[src/rtl/mem_bus_pkg.sv]
// Shared definitions for the memory bus adapter: FSM states, lane geometry
// and the READ_WRITE / WORD_BYTE request encodings.
package mem_bus_pkg;

  localparam int unsigned BYTES_PER_WORD = 4;
  localparam int unsigned BYTE_W         = 8;
  localparam int unsigned WORD_W         = BYTES_PER_WORD * BYTE_W;
  localparam int unsigned LANE_W         = $clog2(BYTES_PER_WORD);

  localparam logic RW_READ  = 1'b1;
  localparam logic RW_WRITE = 1'b0;
  localparam logic WB_WORD  = 1'b1;
  localparam logic WB_BYTE  = 1'b0;

  typedef enum logic [1:0] {
    IDLE,
    BEAT,
    DRAIN,
    DONE
  } state_e;

endpackage

[src/rtl/read_lane_assembler.sv]
// Collects byte lanes returned by the RAM and publishes the whole load value
// to RDATA in one step, so RDATA never exposes a partially assembled word.
module read_lane_assembler
  import mem_bus_pkg::*;
(
  input  logic              Clk,
  input  logic              Reset,
  input  logic              cap_en,
  input  logic [LANE_W-1:0] cap_idx,
  input  logic [BYTE_W-1:0] mem_rdata,
  input  logic              commit,
  input  logic              word,
  output logic [WORD_W-1:0] rdata
);

  logic [BYTES_PER_WORD-1:0][BYTE_W-1:0] acc_q;
  logic [BYTES_PER_WORD-1:0][BYTE_W-1:0] merged;

  // The final lane is merged combinationally so commit needs no extra cycle.
  always_comb begin
    merged          = acc_q;
    merged[cap_idx] = mem_rdata;
  end

  always_ff @(posedge Clk or negedge Reset) begin
    if (!Reset) begin
      acc_q <= '0;
      rdata <= '0;
    end else begin
      if (cap_en) acc_q <= merged;
      if (commit) rdata <= word ? merged : WORD_W'(mem_rdata);
    end
  end

endmodule

[src/rtl/memory_bus_adapter.sv]
// Four-phase MFA/MFC adapter from a 32-bit CPU memory port to a byte-wide RAM.
// Optional misaligned-word fault reporting: define MEM_ADAPTER_MISALIGN_FAULT_EN.
module memory_bus_adapter
  import mem_bus_pkg::*;
#(
  parameter int unsigned ADDR_W = 12
) (
  input  logic              Clk,
  input  logic              Reset,
  input  logic              MFA,
  input  logic              READ_WRITE,
  input  logic              WORD_BYTE,
  input  logic [31:0]       ADDR,
  input  logic [31:0]       WDATA,
  output logic [31:0]       RDATA,
  output logic              MFC,
  output logic              mem_en,
  output logic              mem_we,
  output logic [ADDR_W-1:0] mem_addr,
  output logic [BYTE_W-1:0] mem_wdata,
  input  logic [BYTE_W-1:0] mem_rdata
`ifdef MEM_ADAPTER_MISALIGN_FAULT_EN
  ,
  output logic              FAULT
`endif
);

  state_e              state_q, state_d;
  logic [LANE_W-1:0]   cnt_q;
  logic                rw_q, wb_q;
  logic [ADDR_W-1:0]   addr_q;
  logic [WORD_W-1:0]   wdata_q;
  logic                load;
  logic                last_beat;
  logic                misalign;
  logic                cap_en;
  logic [LANE_W-1:0]   cap_idx;
  logic                unused_addr_hi;

  assign unused_addr_hi = ^ADDR[31:ADDR_W];

`ifdef MEM_ADAPTER_MISALIGN_FAULT_EN
  logic fault_q;
  assign misalign = (WORD_BYTE == WB_WORD) && (ADDR[1:0] != 2'b00);
  assign FAULT    = fault_q;
`else
  assign misalign = 1'b0;
`endif

  assign last_beat = (wb_q == WB_WORD) ? (cnt_q == LANE_W'(BYTES_PER_WORD - 1))
                                       : (cnt_q == '0);

  always_comb begin
    state_d = state_q;
    load    = 1'b0;
    case (state_q)
      IDLE: begin
        if (MFA && !MFC) begin
          load    = 1'b1;
          state_d = misalign ? DONE : BEAT;
        end
      end
      BEAT:    if (last_beat) state_d = (rw_q == RW_READ) ? DRAIN : DONE;
      DRAIN:   state_d = DONE;
      DONE:    if (!MFA) state_d = IDLE;
      default: state_d = IDLE;
    endcase
  end

  always_ff @(posedge Clk or negedge Reset) begin
    if (!Reset) begin
      state_q <= IDLE;
      cnt_q   <= '0;
      rw_q    <= RW_WRITE;
      wb_q    <= WB_BYTE;
      addr_q  <= '0;
      wdata_q <= '0;
    end else begin
      state_q <= state_d;
      if (load) begin
        rw_q    <= READ_WRITE;
        wb_q    <= WORD_BYTE;
        addr_q  <= (WORD_BYTE == WB_WORD) ? {ADDR[ADDR_W-1:2], 2'b00} : ADDR[ADDR_W-1:0];
        wdata_q <= WDATA;
        cnt_q   <= '0;
      end else if (state_q == BEAT) begin
        cnt_q <= cnt_q + LANE_W'(1);
      end
    end
  end

`ifdef MEM_ADAPTER_MISALIGN_FAULT_EN
  // Fault flag lives exactly as long as the DONE state it was raised into.
  always_ff @(posedge Clk or negedge Reset) begin
    if (!Reset) fault_q <= 1'b0;
    else        fault_q <= (state_d == DONE) && (fault_q || (load && misalign));
  end
`endif

  assign MFC       = (state_q == DONE);
  assign mem_en    = (state_q == BEAT);
  assign mem_we    = mem_en && (rw_q == RW_WRITE);
  assign mem_addr  = mem_en ? addr_q + ADDR_W'(cnt_q) : '0;
  assign mem_wdata = mem_we ? wdata_q[cnt_q*BYTE_W +: BYTE_W] : '0;

  // RAM data lags its beat by one cycle: capture lane k while issuing beat k+1,
  // and the last lane during DRAIN.
  assign cap_en  = (rw_q == RW_READ) && (((state_q == BEAT) && (cnt_q != '0)) || (state_q == DRAIN));
  assign cap_idx = (state_q == DRAIN) ? ((wb_q == WB_WORD) ? LANE_W'(BYTES_PER_WORD - 1) : '0)
                                      : cnt_q - LANE_W'(1);

  read_lane_assembler u_read_lane_assembler (
    .Clk       (Clk),
    .Reset     (Reset),
    .cap_en    (cap_en),
    .cap_idx   (cap_idx),
    .mem_rdata (mem_rdata),
    .commit    (state_q == DRAIN),
    .word      (wb_q == WB_WORD),
    .rdata     (RDATA)
  );

endmodule

[config.mk]
export PLATFORM = sky130hd
export DESIGN_NAME = memory_bus_adapter
export DESIGN_NICKNAME = d
export VERILOG_FILES = /design/src/rtl/mem_bus_pkg.sv /design/src/rtl/read_lane_assembler.sv /design/src/rtl/memory_bus_adapter.sv
export SDC_FILE = /design/constraint.sdc
export NUM_CORES = 1
export LEC_CHECK = 0
export CAP_MARGIN = 15
export CORE_MARGIN = 2
export CORE_UTILIZATION = 50
export CTS_CLUSTER_DIAMETER = 120
export CTS_CLUSTER_SIZE = 28
export DETAILED_ROUTE_END_ITERATION = 8
export DONT_BUFFER_PORTS = 1
export HOLD_SLACK_MARGIN = 0.1
export PLACE_DENSITY = 0.67
export SLEW_MARGIN = 10
export SYNTH_ARGS = -nofsm -noshare
export SYNTH_HDL_FRONTEND = slang
export SYNTH_HIERARCHICAL = 1
export SYNTH_SLANG_ARGS = --single-unit
export TNS_END_PERCENT = 10
[constraint.sdc]
create_clock -name Clk -period 2.14 [get_ports Clk]
set_input_delay 0.321 -clock Clk [delete_from_list [all_inputs] [get_ports Clk]]
set_output_delay 0.321 -clock Clk [all_outputs]
set_load 0.01 [all_outputs]
* After elaboration in Yosys (flattened, before gate mapping)
Cells that the tools add are included.
** Word-level totals
- Flip-flop bits (word level) :: 114
- Bits of input ports :: 77
- Output and inout port bits :: 55
- Word-level logic and storage cells :: 56
** Operators by class
- Add/sub/neg operators :: 3
- Order comparisons :: 2
- Equal/unequal tests :: 7
- Shift operators :: 1
- Muxes and demuxes :: 19
- Bitwise gates (word level) :: 1
- Reductions and logical operators :: 12
** Operators by type and width (count)
- bitwise mux 32 bit :: 1
- two-way mux 32 bit :: 1
- indexed part select 32 x 6 -> 8 bit :: 1
- demux 8 bit (select 2 bit) :: 1
- two-way mux 2 bit :: 8
- two-way mux 8 bit :: 2
- adder 12 x 2 -> 12 bit :: 1
- two-way mux 12 bit :: 1
- case mux 2 bit (4 select lines) :: 1
- == test 2 bit (second input constant) :: 3
- logical AND 1 bit :: 5
- logical NOT 2 bit :: 2
- two-way mux 1 bit :: 4
- != test 2 bit (second input constant) :: 2
- nonzero test 2 bit :: 2
- < comparator 2 x 3 -> 1 bit (second input constant) :: 1
- AND reduction 3 bit :: 1
- adder 2 x 1 -> 2 bit (second input constant) :: 1
- == test 2 x 1 -> 1 bit (second input constant) :: 1
- greater-or-equal comparator 2 x 1 -> 1 bit (second input constant) :: 1
- != test 2 x 1 -> 1 bit (second input constant) :: 1
- subtractor 2 x 1 -> 2 bit (second input constant) :: 1
- logical NOT 1 bit :: 1
- logical OR 1 bit :: 1
- NOT 1 bit :: 1

* Logic depth before layout (Yosys ltp)
- Word-level depth :: 8
- Mapped depth :: 9
- Mapped depth without buffers :: 7

* Cells and area by module
Netlist, hierarchy kept.
** By module, submodules not included
- read_lane_assembler :: instances 1, cells each 221, area an instance 2697.6 µm², seq. area each 1601.5 µm²
- memory_bus_adapter :: instances 1, cells each 296, area an instance 2633.8 µm², seq. area each 1251.2 µm²

* Least setup slack after synthesis
Ideal clock, no wire load.
- Path type :: register -> register
- Start point :: register state_q[1]
- End point :: register u_read_lane_assembler/acc_q[0] (netlist bit)
- Setup time :: 0.125 ns
- Arrival time :: 2.034 ns
- Path slack :: -0.019 ns
- Cell stages (with the launch flop) :: 8
- Period minus slack after synthesis :: 2.159 ns
- Path through :: dfrtp_1 -> inv_1 -> ha_1 -> inv_1 -> nor2_1 -> o21a_1 -> nor3b_2 -> mux2_2
** RTL lines
- start, declared :: line memory_bus_adapter.sv:28 : state_e state_q, state_d;
- start signal, assigned :: line memory_bus_adapter.sv:79 : state_q <= state_d;
- == test 2 x 1 -> 1 bit
- named net mem_en :: line memory_bus_adapter.sv:17 : output logic mem_en,
- logical AND 1 bit :: line memory_bus_adapter.sv:108 : assign cap_en = (rw_q == RW_READ) && (((state_q == BEAT) && (cnt_q != '0)) || (state_q == DRAIN));
- logical OR 1 bit :: line memory_bus_adapter.sv:108
- logical AND 1 bit :: line memory_bus_adapter.sv:108
- named net cap_en :: line memory_bus_adapter.sv:36 : logic cap_en;
- end signal, assigned :: line read_lane_assembler.sv:30 : if (cap_en) acc_q <= merged;
- end, declared :: line read_lane_assembler.sv:16 : logic [BYTES_PER_WORD-1:0][BYTE_W-1:0] acc_q;
The timed path passes the listed nets, and every way through them passes these cells.
A chain may end at the register's enable or synchronous reset.

* Worst setup path in the final report
- Start point :: register cnt_q[1]
- End point :: output mem_addr[10]
** On the way
- Word-level cells in the longest chain between the ends :: 2
** Ends and longest elaborated chain
- start, declared :: line memory_bus_adapter.sv:29 : logic [LANE_W-1:0] cnt_q;
- start signal, assigned :: line memory_bus_adapter.sv:87 : cnt_q <= cnt_q + LANE_W'(1);
- adder 12 x 2 -> 12 bit :: line memory_bus_adapter.sv:103 : assign mem_addr = mem_en ? addr_q + ADDR_W'(cnt_q) : '0;
- two-way mux 12 bit :: line memory_bus_adapter.sv:103
- end, declared :: line memory_bus_adapter.sv:19 : output logic [ADDR_W-1:0] mem_addr,
No other way between the ends.

==> metrics.txt <==
CTS tree=yes; max-slew violations=0; core area=10,300 µm²; initial drt markers=168; final non-filler cell total=742; R2R Path Start=cnt_q[0]; Fill cells=762; syn_nets=604; Routed Antenna Nets=0; capturing point of the worst reg2reg path=u_read_lane_assembler/acc_q[20]; CP Max Fanout=4; initial cell density of the core=51.6%; vias in the first global route=4,069; First-pass DRT Iterations=4; failing checks=hold timing, setup timing; Worst R2R Path Depth=8; dpl cells=649; Worst-path clk slew=0.06 ns; Worst path max stage delay=0.45 ns; most frequent cells in the layout=153 x nand2_1, 110 x dfrtp_1, 55 x dlygate4sd3_1, 34 x mux2_2, 32 x inv_1; total gr overflow=0; initial antenna violation count=0; cell row count=37; EDFF count, synth=0; RSZ-0062 raised after global routing=yes; Mapped Avg Cell Area=10.3 µm²; hpwl dp=7.40 mm; synthesized instance count=517; Final Hold Fails=114; fmax=421 MHz; crit-path cells=buf_6 -> fa_2 -> nand2_4 -> nor4_4 -> mux2i_1 -> buf_4; Max H-tree Level=4; min Tclk post-route=2.38 ns; Routed Wire Length=12.2 mm; final setup margin=-0.236 ns; Critical Path End Type=output pin; flops & latches, synth=114; count of cell types in the netlist=42; Top FF cell, synth=dfrtp_1; Finish-stage setup viols=34; worst hold path type=in -> async; Post-Route Skew=0.00960 ns; CTS buffer count=17; Vias/cell=5.34; Crit-path slowest cell=dfrtp_2; max_slew headroom=71.6%; Seq/Total Area, Yosys=53.5%; Peak VDD IR=0.000679 V; Worst Path Required=1.82 ns; commonest non-fill, non-tap cell in the layout=nand2_1; Setup Total Neg Slack=-3.21 ns; Worst-Margin Slew=0.426 ns; share of post-route cells with drive strength above 1=22.4%; Die Wd=107 µm; Max Cap Viol=0; root buf cell=clkbuf_8; Net count, final=680; CP Launch Type=flop; die area=11,500 µm²; Final Cycle Share=111%; cell area after synthesis=5330 µm²; status=finished, violations left; placer's final routability congestion estimate=0.744; GRT Overall Usage=22.6%; Die Ht=107 µm; clk buf depth=2; clock latency on the worst-skew pair=0.52 ns; pin count of the biggest net entering global routing=115; Power Dens Cells=1580 nW/µm²; pre-CTS WS=0.0773 ns; number of port buffers=0; synth warn=6; Antenna diodes=0; Top-Level Pins=132; hold_buf cts=55; P_leak=3.24 nW; clock sinks=114; Arrival @ worst endpoint=2.05 ns; final core utilization=67.5%; hold_ws=-0.503 ns; global-route wire length before repair=19.9 mm; drt wl/cell=16.5 µm; Async SR Flop Fraction=100%; DRC=0; area added between synthesis and finish=30.7%; Vias=3,960; critical path class=reg -> out; r2r setup slk=-0.05 ns
[worst max path at each step]
stage          startpoint                               to  cells past startpoint  slack (ns)
4_1_cts          cnt_q[0]                     mem_addr[10]                      6       -0.23
3_3_place_gp     cnt_q[1]                     mem_addr[11]                      5        0.15
3_5_place_dp   state_q[0]  u_read_lane_assembler/rdata[15]                      9        0.08
6_report         cnt_q[1]                     mem_addr[10]                      6       -0.24
2_1_floorplan    cnt_q[0]  u_read_lane_assembler/acc_q[10]                      9        0.05
5_1_grt          cnt_q[0]                      mem_addr[8]                      6       -0.29
[stage by stage]
step                      cell area, µm²  power (mW)
after floorplan                     5340        6.73
after global placement              5580        7.45
after detailed placement            5580        7.66
after CTS                           6840        10.8
after global routing                6970        11.7
final                               6970        11.0
[worst max-delay path: cells and delay by family, from the launching register on]
kind | cells | cell delay [ns]
muxes | 1 | 0.20
and+or+nand+nor | 2 | 0.15
buffers and inverters | 2 | 0.30
adders and majority gates | 1 | 0.44
DFF | 1 | 0.45
[timing repair]
action                                  4_1_cts  5_1_grt
endpoints found under the hold margin       224      114
setup buffers                                 3        3
resized for setup                            27       27
pin swaps                                     9        4
endpoints found under the setup margin       20       59
[power by group]
part	internal (mW)	switching [mW]	total, mW
Combinational	2.14	2.21	4.36
Clock	1.77	0.969	2.74
Sequential	3.12	0.772	3.89
[layer usage]
metal  share of wire, %  routed length, µm  GRT usage, %  vias up
li1                   -                  -             -     1886
met1                 42               5090          26.9     1925
met2                 50               6100          37.6      123
met3                6.1                751          7.02       26
met4                2.4                289          9.83        0
met5                  0                  0             0        -
[Yosys cell counts (4+ instances only)]
cell	instances	area share, %
a31oi_1	8	0.94
mux4_2	8	3.4
nand2b_1	7	0.82
mux2i_1	30	5.6
a21oi_1	6	0.56
nor2b_1	9	1.1
nand3_1	4	0.38
ha_1	9	2.1
dfrtp_1	114	54
nand2_1	155	11
buf_2	6	0.56
clkbuf_1	14	0.99
mux2_2	34	7.2
inv_1	32	2.3
nor2_1	14	0.99
o21ai_0	9	0.84
o22ai_1	24	2.8
[cells by family after synthesis]
family          share of synthesized area [%]
compound gates                           6.31
xor+xnor                                0.493
fa+ha+maj                                2.49
buf+inv                                  4.37
flops                                    53.5
mux                                      16.2
simple gates                             16.6
[registers in the layout, summed over array words and instances (netlist names)]
signal,count
u_read_lane_assembler/acc_q,32
state_q,2
rw_q,1
addr_q,12
wb_q,1
wdata_q,32
u_read_lane_assembler/rdata,32
cnt_q,2
[layout make-up]
class | instances | area [µm²] | area share [%]
Clock buffer | 23 | 477 | 6.84
Clock inverter | 9 | 104 | 1.49
Inverter | 33 | 124 | 1.78
Multi-Input combinational cell | 346 | 2440 | 35.0
Sequential cell | 114 | 2860 | 41.0
Tap cell | 136 | 170 | 2.44
Timing Repair Buffer | 81 | 798 | 11.5
Note: power is estimated with default switching activity, not from simulation.
